[src/rtl/rr_arbiter_16.sv]
// rtl/rr_arbiter_16.sv - 16-requester round-robin arbiter with registered one-hot/encoded grant.
// Optional forced release after MAX_HOLD grant cycles when TIMEOUT_EN is defined.
module rr_arbiter_16 #(
    parameter int MAX_HOLD = 8
) (
    input  logic        clk,
    input  logic        rst,
    input  logic [15:0] req,
    input  logic        done,
    output logic [15:0] gnt,
    output logic [3:0]  out,
    output logic        v,
    output logic        timeout
);

    typedef enum logic {
        IDLE  = 1'b0,
        GRANT = 1'b1
    } state_t;

    state_t      state_q, state_d;
    logic [15:0] gnt_q, gnt_d;
    logic [3:0]  out_q, out_d;
    logic        v_q, v_d;
    logic [3:0]  ptr_q, ptr_d;
    logic        timeout_q, timeout_d;

    logic        found;
    logic [3:0]  win;
    logic [3:0]  idx;
    logic        release_n;

`ifdef TIMEOUT_EN
    logic [7:0]  hold_q, hold_d;
    logic        forced;
`endif

    // Search starts just after the last served index, so it ends up lowest priority.
    always_comb begin
        found = 1'b0;
        win   = ptr_q;
        idx   = ptr_q;
        for (int i = 1; i <= 16; i++) begin
            idx = ptr_q + 4'(i);
            if (!found && req[idx]) begin
                found = 1'b1;
                win   = idx;
            end
        end
    end

    always_comb begin
        state_d   = state_q;
        gnt_d     = gnt_q;
        out_d     = out_q;
        v_d       = v_q;
        ptr_d     = ptr_q;
        timeout_d = 1'b0;
        release_n = done | ~req[out_q];
`ifdef TIMEOUT_EN
        hold_d    = hold_q;
        forced    = 1'b0;
`endif
        case (state_q)
            IDLE: begin
                gnt_d = 16'h0000;
                v_d   = 1'b0;
                if (found) begin
                    gnt_d   = 16'h0001 << win;
                    out_d   = win;
                    v_d     = 1'b1;
                    state_d = GRANT;
`ifdef TIMEOUT_EN
                    hold_d  = 8'd1;
`endif
                end
            end
            GRANT: begin
`ifdef TIMEOUT_EN
                hold_d = hold_q + 8'd1;
                forced = (hold_q == 8'(MAX_HOLD)) && !release_n;
                if (release_n || forced) begin
                    gnt_d     = 16'h0000;
                    v_d       = 1'b0;
                    ptr_d     = out_q;
                    state_d   = IDLE;
                    timeout_d = forced;
                end
`else
                if (release_n) begin
                    gnt_d     = 16'h0000;
                    v_d       = 1'b0;
                    ptr_d     = out_q;
                    state_d   = IDLE;
                    // Zero for every legal MAX_HOLD; no forced release without the hold counter.
                    timeout_d = (MAX_HOLD < 1);
                end
`endif
            end
            default: state_d = IDLE;
        endcase
    end

    always_ff @(posedge clk) begin
        if (rst) begin
            state_q   <= IDLE;
            gnt_q     <= 16'h0000;
            out_q     <= 4'd0;
            v_q       <= 1'b0;
            ptr_q     <= 4'd15;
            timeout_q <= 1'b0;
`ifdef TIMEOUT_EN
            hold_q    <= 8'd0;
`endif
        end else begin
            state_q   <= state_d;
            gnt_q     <= gnt_d;
            out_q     <= out_d;
            v_q       <= v_d;
            ptr_q     <= ptr_d;
            timeout_q <= timeout_d;
`ifdef TIMEOUT_EN
            hold_q    <= hold_d;
`endif
        end
    end

    assign gnt     = gnt_q;
    assign out     = out_q;
    assign v       = v_q;
    assign timeout = timeout_q;

endmodule
[config.mk]
export PLATFORM = sky130hd
export DESIGN_NAME = rr_arbiter_16
export DESIGN_NICKNAME = d
export VERILOG_FILES = /design/src/rtl/rr_arbiter_16.sv
export SDC_FILE = /design/constraint.sdc
export NUM_CORES = 1
export LEC_CHECK = 0
export CAP_MARGIN = 15
export CORE_UTILIZATION = 53
export CTS_CLUSTER_DIAMETER = 40
export CTS_CLUSTER_SIZE = 28
export DETAILED_ROUTE_END_ITERATION = 16
export PLACE_DENSITY = 0.81
export SYNTH_ARGS = -nofsm -noshare
export SYNTH_HDL_FRONTEND = slang
export SYNTH_SLANG_ARGS = --single-unit
[constraint.sdc]
create_clock -name clk -period 4.81 [get_ports clk]
set_clock_uncertainty 0.1 [all_clocks]
set_input_delay 1.443 -clock clk [delete_from_list [all_inputs] [get_ports clk]]
set_output_delay 1.443 -clock clk [all_outputs]
set_load 0.01 [all_outputs]
* Yosys cells after proc, flatten, opt, wreduce, memory -nomap -nowiden
Cells that the tools add are included.
** Operators by class
- Add/sub/neg operators :: 15
- Magnitude comparators :: 17
- Eq/ne operators :: 1
- Shift operators :: 1
- Mux-type cells :: 74
- Bitwise gates (word level) :: 3
- Reductions and logical operators :: 32
** Operators by type and width (count)
- $lt 4x5->1 const B :: 17
- $bmux 1 s4 :: 17
- $mux 4 :: 16
- $mux 1 :: 36
- $add 4x4->4 const B :: 8
- $mux 16 :: 2
- $pmux 16 s2 :: 1
- $add 4x3->4 const B :: 4
- $shl 1x4->16 const A :: 1
- $logic_and 1x1->1 :: 15
- $logic_not 1->1 :: 15
- $add 4x2->4 const B :: 2
- $add 4x1->4 const B :: 1
- $pmux 1 s2 :: 2
- $reduce_and 2->1 :: 2
- $ne 2x1->1 const B :: 1
- $not 1->1 :: 2
- $or 1x1->1 :: 1
** Word-level totals
- Flip-flop bits (word level) :: 26
- Input port bits :: 19
- Output and inout port bits :: 22

* Depth between registers and ports, before layout
Gate-level depths: netlist of run 1.
- Depth after elaboration :: 52
- Mapped depth :: 17

* Worst setup path before layout of run 1
Ideal clock, no wire load.
- Path type :: flip-flop to flip-flop
- Start :: register ptr_q[1]
- End :: register gnt_q[0], in the netlist gnt[0]
- Arrival :: 4.618 ns
- Path slack :: -0.025 ns
- Cell stages (with the launch flop) :: 17
- Period minus slack after synthesis :: 4.835 ns
- Cells stage by stage :: dfxtp_1 buf_2 buf_2 buf_1 inv_1 ha_1 buf_2 mux2_1 mux4_2 mux2i_2 nand3_2 nor4_4 nand2_2 o31ai_4 or2_4 nor2_2 a32o_1
** Between the ends
- Cells in the longest elaborated chain, start to end :: 52
- Elaborated cells on any way between the ends :: 112
** RTL lines
- from (decl) :: line 25 : logic [3:0] ptr_q, ptr_d;
- from (signal assigned) :: line 120 : ptr_q <= ptr_d;
- $add 4x1->4 :: line 44 : idx = ptr_q + 4'(i);
- $bmux 1 s4 :: line 45 : if (!found && req[idx]) begin
- $mux 1 (not written as such) :: line 45
- $mux 1 :: line 45
- $logic_not 1->1 :: line 45
- $logic_and 1x1->1 :: line 45
- $mux 1 :: line 45
- $logic_not 1->1 :: line 45
- [36 not listed]
- $logic_and 1x1->1 :: line 45
- $mux 1 :: line 45
- $logic_not 1->1 :: line 45
- $logic_and 1x1->1 :: line 45
- $mux 4 :: line 45
- $shl 1x4->16 :: line 69 : gnt_d = 16'h0001 << win;
- $mux 16 * :: line 68 : if (found) begin
- $pmux 16 s2 * :: line 64 : case (state_q)
- to (signal assigned) :: line 117 : gnt_q <= gnt_d;
- to (decl) :: line 22 : logic [15:0] gnt_q, gnt_d;
Every way passes the cells marked *; elsewhere a longest branch is shown, timed or not. The select of a mux whose other input is x is not followed.
A chain may end at the register's enable or synchronous reset.

* Worst setup path after layout of run 1
- Start :: input port req[1]
- End :: register gnt_q[8], in the netlist gnt[8]
** Between the ends
- Cells in the longest elaborated chain, start to end :: 51
- Elaborated cells on any way between the ends :: 102
** RTL lines
- from (decl) :: line 8 : input logic [15:0] req,
- $bmux 1 s4 :: line 45
- $mux 1 (not written as such) :: line 45
- $mux 1 :: line 45
- $logic_not 1->1 :: line 45
- $logic_and 1x1->1 :: line 45
- $mux 1 :: line 45
- $logic_not 1->1 :: line 45
- $logic_and 1x1->1 :: line 45
- [35 not listed]
- $logic_and 1x1->1 :: line 45
- $mux 1 :: line 45
- $logic_not 1->1 :: line 45
- $logic_and 1x1->1 :: line 45
- $mux 4 :: line 45
- $shl 1x4->16 :: line 69
- $mux 16 :: line 68
- $pmux 16 s2 :: line 64
Parallel ways exist; a longest one is shown, timed or not. The select of a mux whose other input is x is not followed.

==> results of run 1 <==
layer usage:
layer  track usage  wire (µm)
met1         0.456       5050
met2         0.617       6720
met3        0.0749       1340
met5             0          0
met4         0.137        555
synth_stat cells (5+ instances only):
| cell type | n |
|---|---|
| clkbuf_1 | 7 |
| dfxtp_1 | 26 |
| a22o_1 | 5 |
| a211o_1 | 6 |
| mux2i_1 | 27 |
| inv_1 | 10 |
| mux2_2 | 23 |
| nand4_1 | 5 |
| nand3_1 | 7 |
| mux4_2 | 27 |
| a21oi_1 | 13 |
| o211ai_1 | 5 |
| xnor2_1 | 10 |
| buf_2 | 6 |
| nand2_1 | 33 |
| o31ai_1 | 5 |
| nor2_1 | 35 |
| ha_1 | 8 |
| o21ai_0 | 14 |
worst max-delay path: cells and delay by family:
family,cells,cell delay [ns]
compound gates,5,1.41
buf+inv,2,0.66
simple gates,2,0.30
mux,2,1.10
stage by stage:
stage	power (mW)	instances	hold slack, ns	utilization	TNS (ns)
floorplan	2.03	393	0.368	-	0
global placement	3.11	579	0.342	0.724	-2.90
detailed placement	3.18	579	0.347	0.724	-4.49
CTS	3.43	585	0.366	0.737	0
global route	4.00	591	0.386	0.773	-0.665
finish	3.82	591	0.364	0.773	-0.0261
how the worst max path moves through the flow:
stage	startpoint	slack (ns)	end
final	req[1]	-0.02	gnt[8]
after CTS	req[6]	0.01	gnt[12]
after detailed placement	req[6]	-0.34	gnt[11]
after global routing	req[7]	-0.13	gnt[8]
after global placement	req[13]	-0.33	gnt[11]
after floorplan	ptr_q[1]	0.17	gnt[0]
layout by cell type (no fill, tap or decap), drive strengths merged, types with 14 or more instances in the layout:
cell type      synthesis  layout
a21oi                 14      14
buf                   13      99
clkdlybuf4s50          0      32
dfxtp                 26      26
mux2                  24      24
mux2i                 30      30
mux4                  30      30
nand2                 35      35
nor2                  36      36
o21ai                 14      14
state kept, by name (all words and copies together), names as in the netlist:
register	cells
ptr_q	4
v	1
gnt	16
out	4
state_q	1
where the power goes:
part / switching, mW / internal [mW] / total, mW
sequential: 0.0736 / 0.271 / 0.344
combinational: 1.76 / 1.54 / 3.29
clock: 0.0722 / 0.111 / 0.184
final cells by class:
cell class	instances	area share
Clock buffer	3	0.00822
Clock inverter	1	0.00598
Inverter	14	0.0105
Multi-Input combinational cell	332	0.623
Sequential cell	26	0.104
Tap cell	77	0.0192
Timing Repair Buffer	138	0.229
cell families (layout without fill, tap and decap cells):
group | Yosys count | in the layout
AND/OR/NAND/NOR | 128 | 128
AO/OA/AOI/OAI | 98 | 98
multiplexers | 84 | 84
buffers and inverters | 35 | 156
flip-flops | 26 | 26
XOR/XNOR | 13 | 13
adder cells (fa/ha/maj) | 8 | 8
other | 1 | 1
what timing repair did:
item,4_1_cts,5_1_grt
setup endpoints to repair,5,19
setup buffers,2,6
pin swaps,1,8
gates resized for setup,3,42
==> results.py, run 1 <==
metrics = {
    "status": {
        "status": "finished with violations",
        "violations": "setup timing",
    },
    "sta": {
        "maxSlewHeadroom": 0.288,
        "setup_viol": 2,
        "setup_slack_ns": -0.0212,
        "worstMarginPinSlew_ns": 1.06,
        "fin_crit_ns": 4.83,
        "max_freq_ghz": 0.207,
        "rsz0062_at_grt": "yes",
        "finalMaxSlewViolations": 0,
        "hold_viol": 0,
        "fin_crit_sh": 1.00,
    },
    "drt": {
        "dr.pass1.iters": 5,
        "wl_um": 13700,
        "via_per_inst": 7.14,
        "ant_nets": 0,
        "vias": 4218,
        "drc": 0,
        "wl_per_cell_um": 23.1,
        "dr.first_iter.drc_count": 488,
    },
    "placed_design": {
        "dp_hpwl_um": 10100,
        "gp_congestion": 1.12,
        "pre_cts_ws_ns": -0.340,
        "place_area_mm2": 0.00470,
        "port_buffers": 39,
    },
    "min_path": {
        "hp-class": "flip-flop to flip-flop",
        "whs_endpoint": "gnt[13]",
        "worstHoldStart": "gnt[13]",
        "worstHoldPathCells": 2,
    },
    "worst_setup_path": {
        "start_kind": "primary input",
        "path_max_fanout": 6,
        "cpMostUsedCell": "mux4_2",
        "critical_path.endpoint_type": "flip-flop",
        "path_cells": "clkdlybuf4s50_1, mux4_2, mux4_2, o32ai_1, buf_4, nor2_1, a22oi_1, o211ai_1, a21oi_2, nand3_1, o31ai_1",
        "rr_startpoint": "ptr_q[1]",
        "rr_endpoint": "gnt[8]",
        "reg2reg_slack_ns": 0.33,
        "cp_slowest_cell": "mux4_2",
        "r2r_cells": 14,
        "worstSetupPathType": "primary input to flip-flop",
        "crit_required_ns": 4.89,
        "critical_path.max_stage_delay_ns": 0.56,
        "arrival_ns": 4.91,
    },
    "clock_tree": {
        "cts_max_level": 1,
        "cts_buffer_depth": 2,
        "tritoncts": "yes",
        "worstSkewPairLatency_ns": 0.27,
        "clock_tree.root_cell": "clkbuf_8",
        "cts_hold_buffers": 0,
        "cts_made_buffers": 3,
        "clkTransAtPathRegs_ns": 0.09,
        "clock-sinks": 26,
    },
    "synth": {
        "synth_fa_ha_area_frac": 0.0274,
        "synth_cells": 393,
        "ys_warn_count": 0,
        "synth_xor_xnor_area_share": 0.0332,
        "synth_fp_nets": 420,
        "synth_compound_area_frac": 0.206,
        "synthFlopType": "dfxtp_1",
        "yosys-top-cells-area": "mux4_2 (17%), dfxtp_1 (14%), mux2i_1 (7.4%)",
        "synth-simple-area-share": 0.195,
        "netlist.area_leader.share": 0.166,
        "synth_top_family_by_area": "multiplexers",
        "netlist_area_mm2": 0.00366,
        "synth_seq_cells": 26,
        "syn_area_per_cell_um2": 9.30,
        "ys_seq_area_frac": 0.142,
        "yosysTopAreaCell": "mux4_2",
        "async_flop_share": 0,
        "synth_edf_count": 0,
        "synth.area.mux_share": 0.347,
        "synthDistinctLibCells": 81,
    },
    "cells_and_area": {
        "nFillCells": 400,
        "fin_nets": 542,
        "drive_gt1_frac": 0.401,
        "insertedDiodeCount": 0,
        "multiInputGateArea_mm2": 0.00313,
        "syn2layout_area_growth_pct": 37.4,
        "final_area_mm2": 0.00502,
        "register_area_um2": 520,
    },
    "floorplanning": {
        "dieHeight_um": 85.1,
        "die_x_um": 85.1,
        "core_area_mm2": 0.00649,
        "initial_core_util": 0.563,
        "rows": 29,
        "dieArea_mm2": 0.00723,
        "io_pins": 41,
    },
    "global_routing": {
        "antenna_found_initial": 0,
        "grt_pass1_wl_um": 20500,
        "grt_pass1_vias": 4020,
        "grt.total_usage": 0.364,
        "grt-ovfl-total": 0,
        "grt_max_degree": 25,
    },
    "job": {
        "drv_cap": 0,
    },
    "power_and_ir_drop": {
        "ir_drop_mv": 0.504,
        "power.density_mw_per_mm2": 761,
        "cellLeakagePower_nw": 2.04,
    },
}
No activity file was read; power rests on OpenSTA's default activity.
==> run 2, diff against run 1 <==
CAP_MARGIN = 20   (was 15)
==> results of run 2 <==
Final layout, timing and power as in run 1 (identical DEF).
==> run 3, diff against run 2 <==
CORE_UTILIZATION = 45   (was 53)
PLACE_DENSITY = 0.71   (was 0.81)
==> run 3 against run 2 <==
The run now ends clean. Worst setup slack improved by 0.074 ns. Sequential power down 3%. Flip-flop and latch count unchanged. Critical path depth increased by 2. Combinational power is essentially flat. Final cell count grew 4.9%. Clock power about the same. Final area rose by 2.3%. Sequential share of layout area shrank 0.23 points. Clock-buffer cell count did not move. Fmax is 1.6% higher. Non-clock buffer count is 3 higher. Critical path type unchanged. Largest cell class unchanged. Largest power group unchanged. Highest routed layer unchanged.
==> results.py, run 3 (synthesis results as in run 1) <==
metrics = {
    "clock_tree": {
        "cts_max_level": 1,
        "cts_hold_buffers": 0,
        "tritoncts": "yes",
        "worstSkewPairLatency_ns": 0.27,
        "clock-sinks": 26,
        "cts_buffer_depth": 2,
        "cts_made_buffers": 3,
        "clock_tree.root_cell": "clkbuf_8",
        "clkTransAtPathRegs_ns": 0.09,
    },
    "sta": {
        "worstMarginPinSlew_ns": 1.02,
        "setup_viol": 0,
        "max_freq_ghz": 0.210,
        "finalMaxSlewViolations": 0,
        "setup_slack_ns": 0.0530,
        "fin_crit_sh": 0.989,
        "maxSlewHeadroom": 0.316,
        "holdWs_ns": 0.364,
        "hold_viol": 0,
        "fin_tns_setup_ns": 0,
        "fin_crit_ns": 4.76,
    },
    "power_and_ir_drop": {
        "pwr-share-seq": 0.087,
        "switching_share": 0.492,
        "power.density_mw_per_mm2": 747,
        "ir_drop_mv": 0.467,
        "cellLeakagePower_nw": 2.09,
        "pwr-share-clk": 0.047,
        "power_frac_comb": 0.866,
        "p_sw_mw": 1.89,
        "p_int_mw": 1.95,
    },
    "global_routing": {
        "grt_pass1_vias": 3810,
        "grt_max_degree": 28,
        "antenna_found_initial": 0,
        "grt.total_usage": 0.299,
        "grt_pass1_wl_um": 19700,
        "grt-ovfl-total": 0,
    },
    "drt": {
        "via_per_inst": 6.45,
        "dr.pass1.iters": 5,
        "wl_per_cell_um": 21.0,
        "dr.first_iter.drc_count": 330,
        "ant_nets": 0,
        "drc": 0,
        "wl_um": 13000,
        "vias": 4000,
    },
    "floorplanning": {
        "dieHeight_um": 92.1,
        "initial_core_util": 0.468,
        "dieArea_mm2": 0.00849,
        "die_x_um": 92.1,
        "core_area_mm2": 0.00781,
        "rows": 32,
        "io_pins": 41,
    },
    "cells_and_area": {
        "syn2layout_area_growth_pct": 40.5,
        "drive_gt1_frac": 0.402,
        "final_cell_mix": "buf_4 (101), nor2_1 (35), nand2_1 (31), mux4_2 (29), clkdlybuf4s50_1 (29)",
        "final_area_mm2": 0.00514,
        "final_common_cell": "buf_4",
        "instances_no_fill": 620,
        "fin_nets": 546,
        "largest_reg_flops": 16,
        "insertedDiodeCount": 0,
    },
    "placed_design": {
        "place_area_mm2": 0.00477,
        "port_buffers": 39,
        "place_inst": 609,
        "dp_hpwl_um": 9740,
        "gp_congestion": 1.05,
        "pre_cts_ws_ns": -0.343,
    },
    "worst_setup_path": {
        "crit_required_ns": 4.88,
        "arrival_ns": 4.83,
        "worstSetupPathType": "primary input to flip-flop",
        "start_kind": "primary input",
        "critical_path.endpoint_type": "flip-flop",
        "path_max_fanout": 5,
    },
    "status": {
        "status": "complete, no violations",
    },
    "job": {
        "drv_cap": 0,
    },
    "min_path": {
        "hp-class": "flip-flop to flip-flop",
    },
}
run 3: routing by layer:
metal / GRT usage / routed length [µm] / vias to the layer above
met5: 0 / 0 / -
met4: 0.0820 / 572 / 0
met3: 0.0290 / 828 / 42
met2: 0.522 / 6330 / 220
met1: 0.393 / 5310 / 1920
li1: - / - / 1818
run 3: worst paths after layout:
path | startpoint | to | slack, ns | cells after the start
min | gnt[9] | gnt[9] | 0.36 | 2
max | req[9] | gnt[0] | 0.05 | 13
min reg2reg | gnt[9] | gnt[9] | 0.36 | 2
max reg2reg | ptr_q[2] | gnt[0] | 0.49 | 13
run 3: layout make-up:
type / count / area [µm²]
Clock buffer: 3 / 41.3
Clock inverter: 1 / 30.0
Fill cell: 623 / 2670
Inverter: 14 / 52.6
Multi-Input combinational cell: 333 / 3180
Sequential cell: 26 / 520
Tap cell: 102 / 128
Timing Repair Buffer: 141 / 1180
run 3: worst max-delay path: stages:
cell	delay (ns)
clkdlybuf4s50_1	0.44
mux4_2	0.54
mux2_2	0.33
buf_4	0.15
a221o_1	0.34
o21ai_0	0.24
o21ai_0	0.11
a21oi_1	0.22
o211ai_1	0.18
a21oi_2	0.34
buf_4	0.19
nor2_4	0.05
a32o_1	0.25
run 3: power groups by stage:
stage / registers [mW] / clock network [mW] / logic [mW]
6_report: 0.332 / 0.181 / 3.32
5_1_grt: 0.339 / 0.193 / 3.52
4_1_cts: 0.332 / 0.183 / 2.91
3_5_place_dp: 0.336 / 0 / 2.86
3_3_place_gp: 0.335 / 0 / 2.82
2_1_floorplan: 0.334 / 0 / 1.70
run 3: stage by stage:
| step | total power, mW | utilization |
|---|---|---|
| 2_1_floorplan | 2.03 | - |
| 3_5_place_dp | 3.20 | 0.611 |
| 4_1_cts | 3.43 | 0.623 |
| 3_3_place_gp | 3.16 | 0.611 |
| 6_report | 3.84 | 0.658 |
| 5_1_grt | 4.05 | 0.658 |
run 3: what timing repair did:
item | in CTS | in global routing
setup buffers | 0 | 7
resized for setup | 3 | 45
cloned | 0 | 1
hold endpoints to repair | 0 | 0
setup endpoints to repair | 2 | 20
pin swaps | 1 | 8
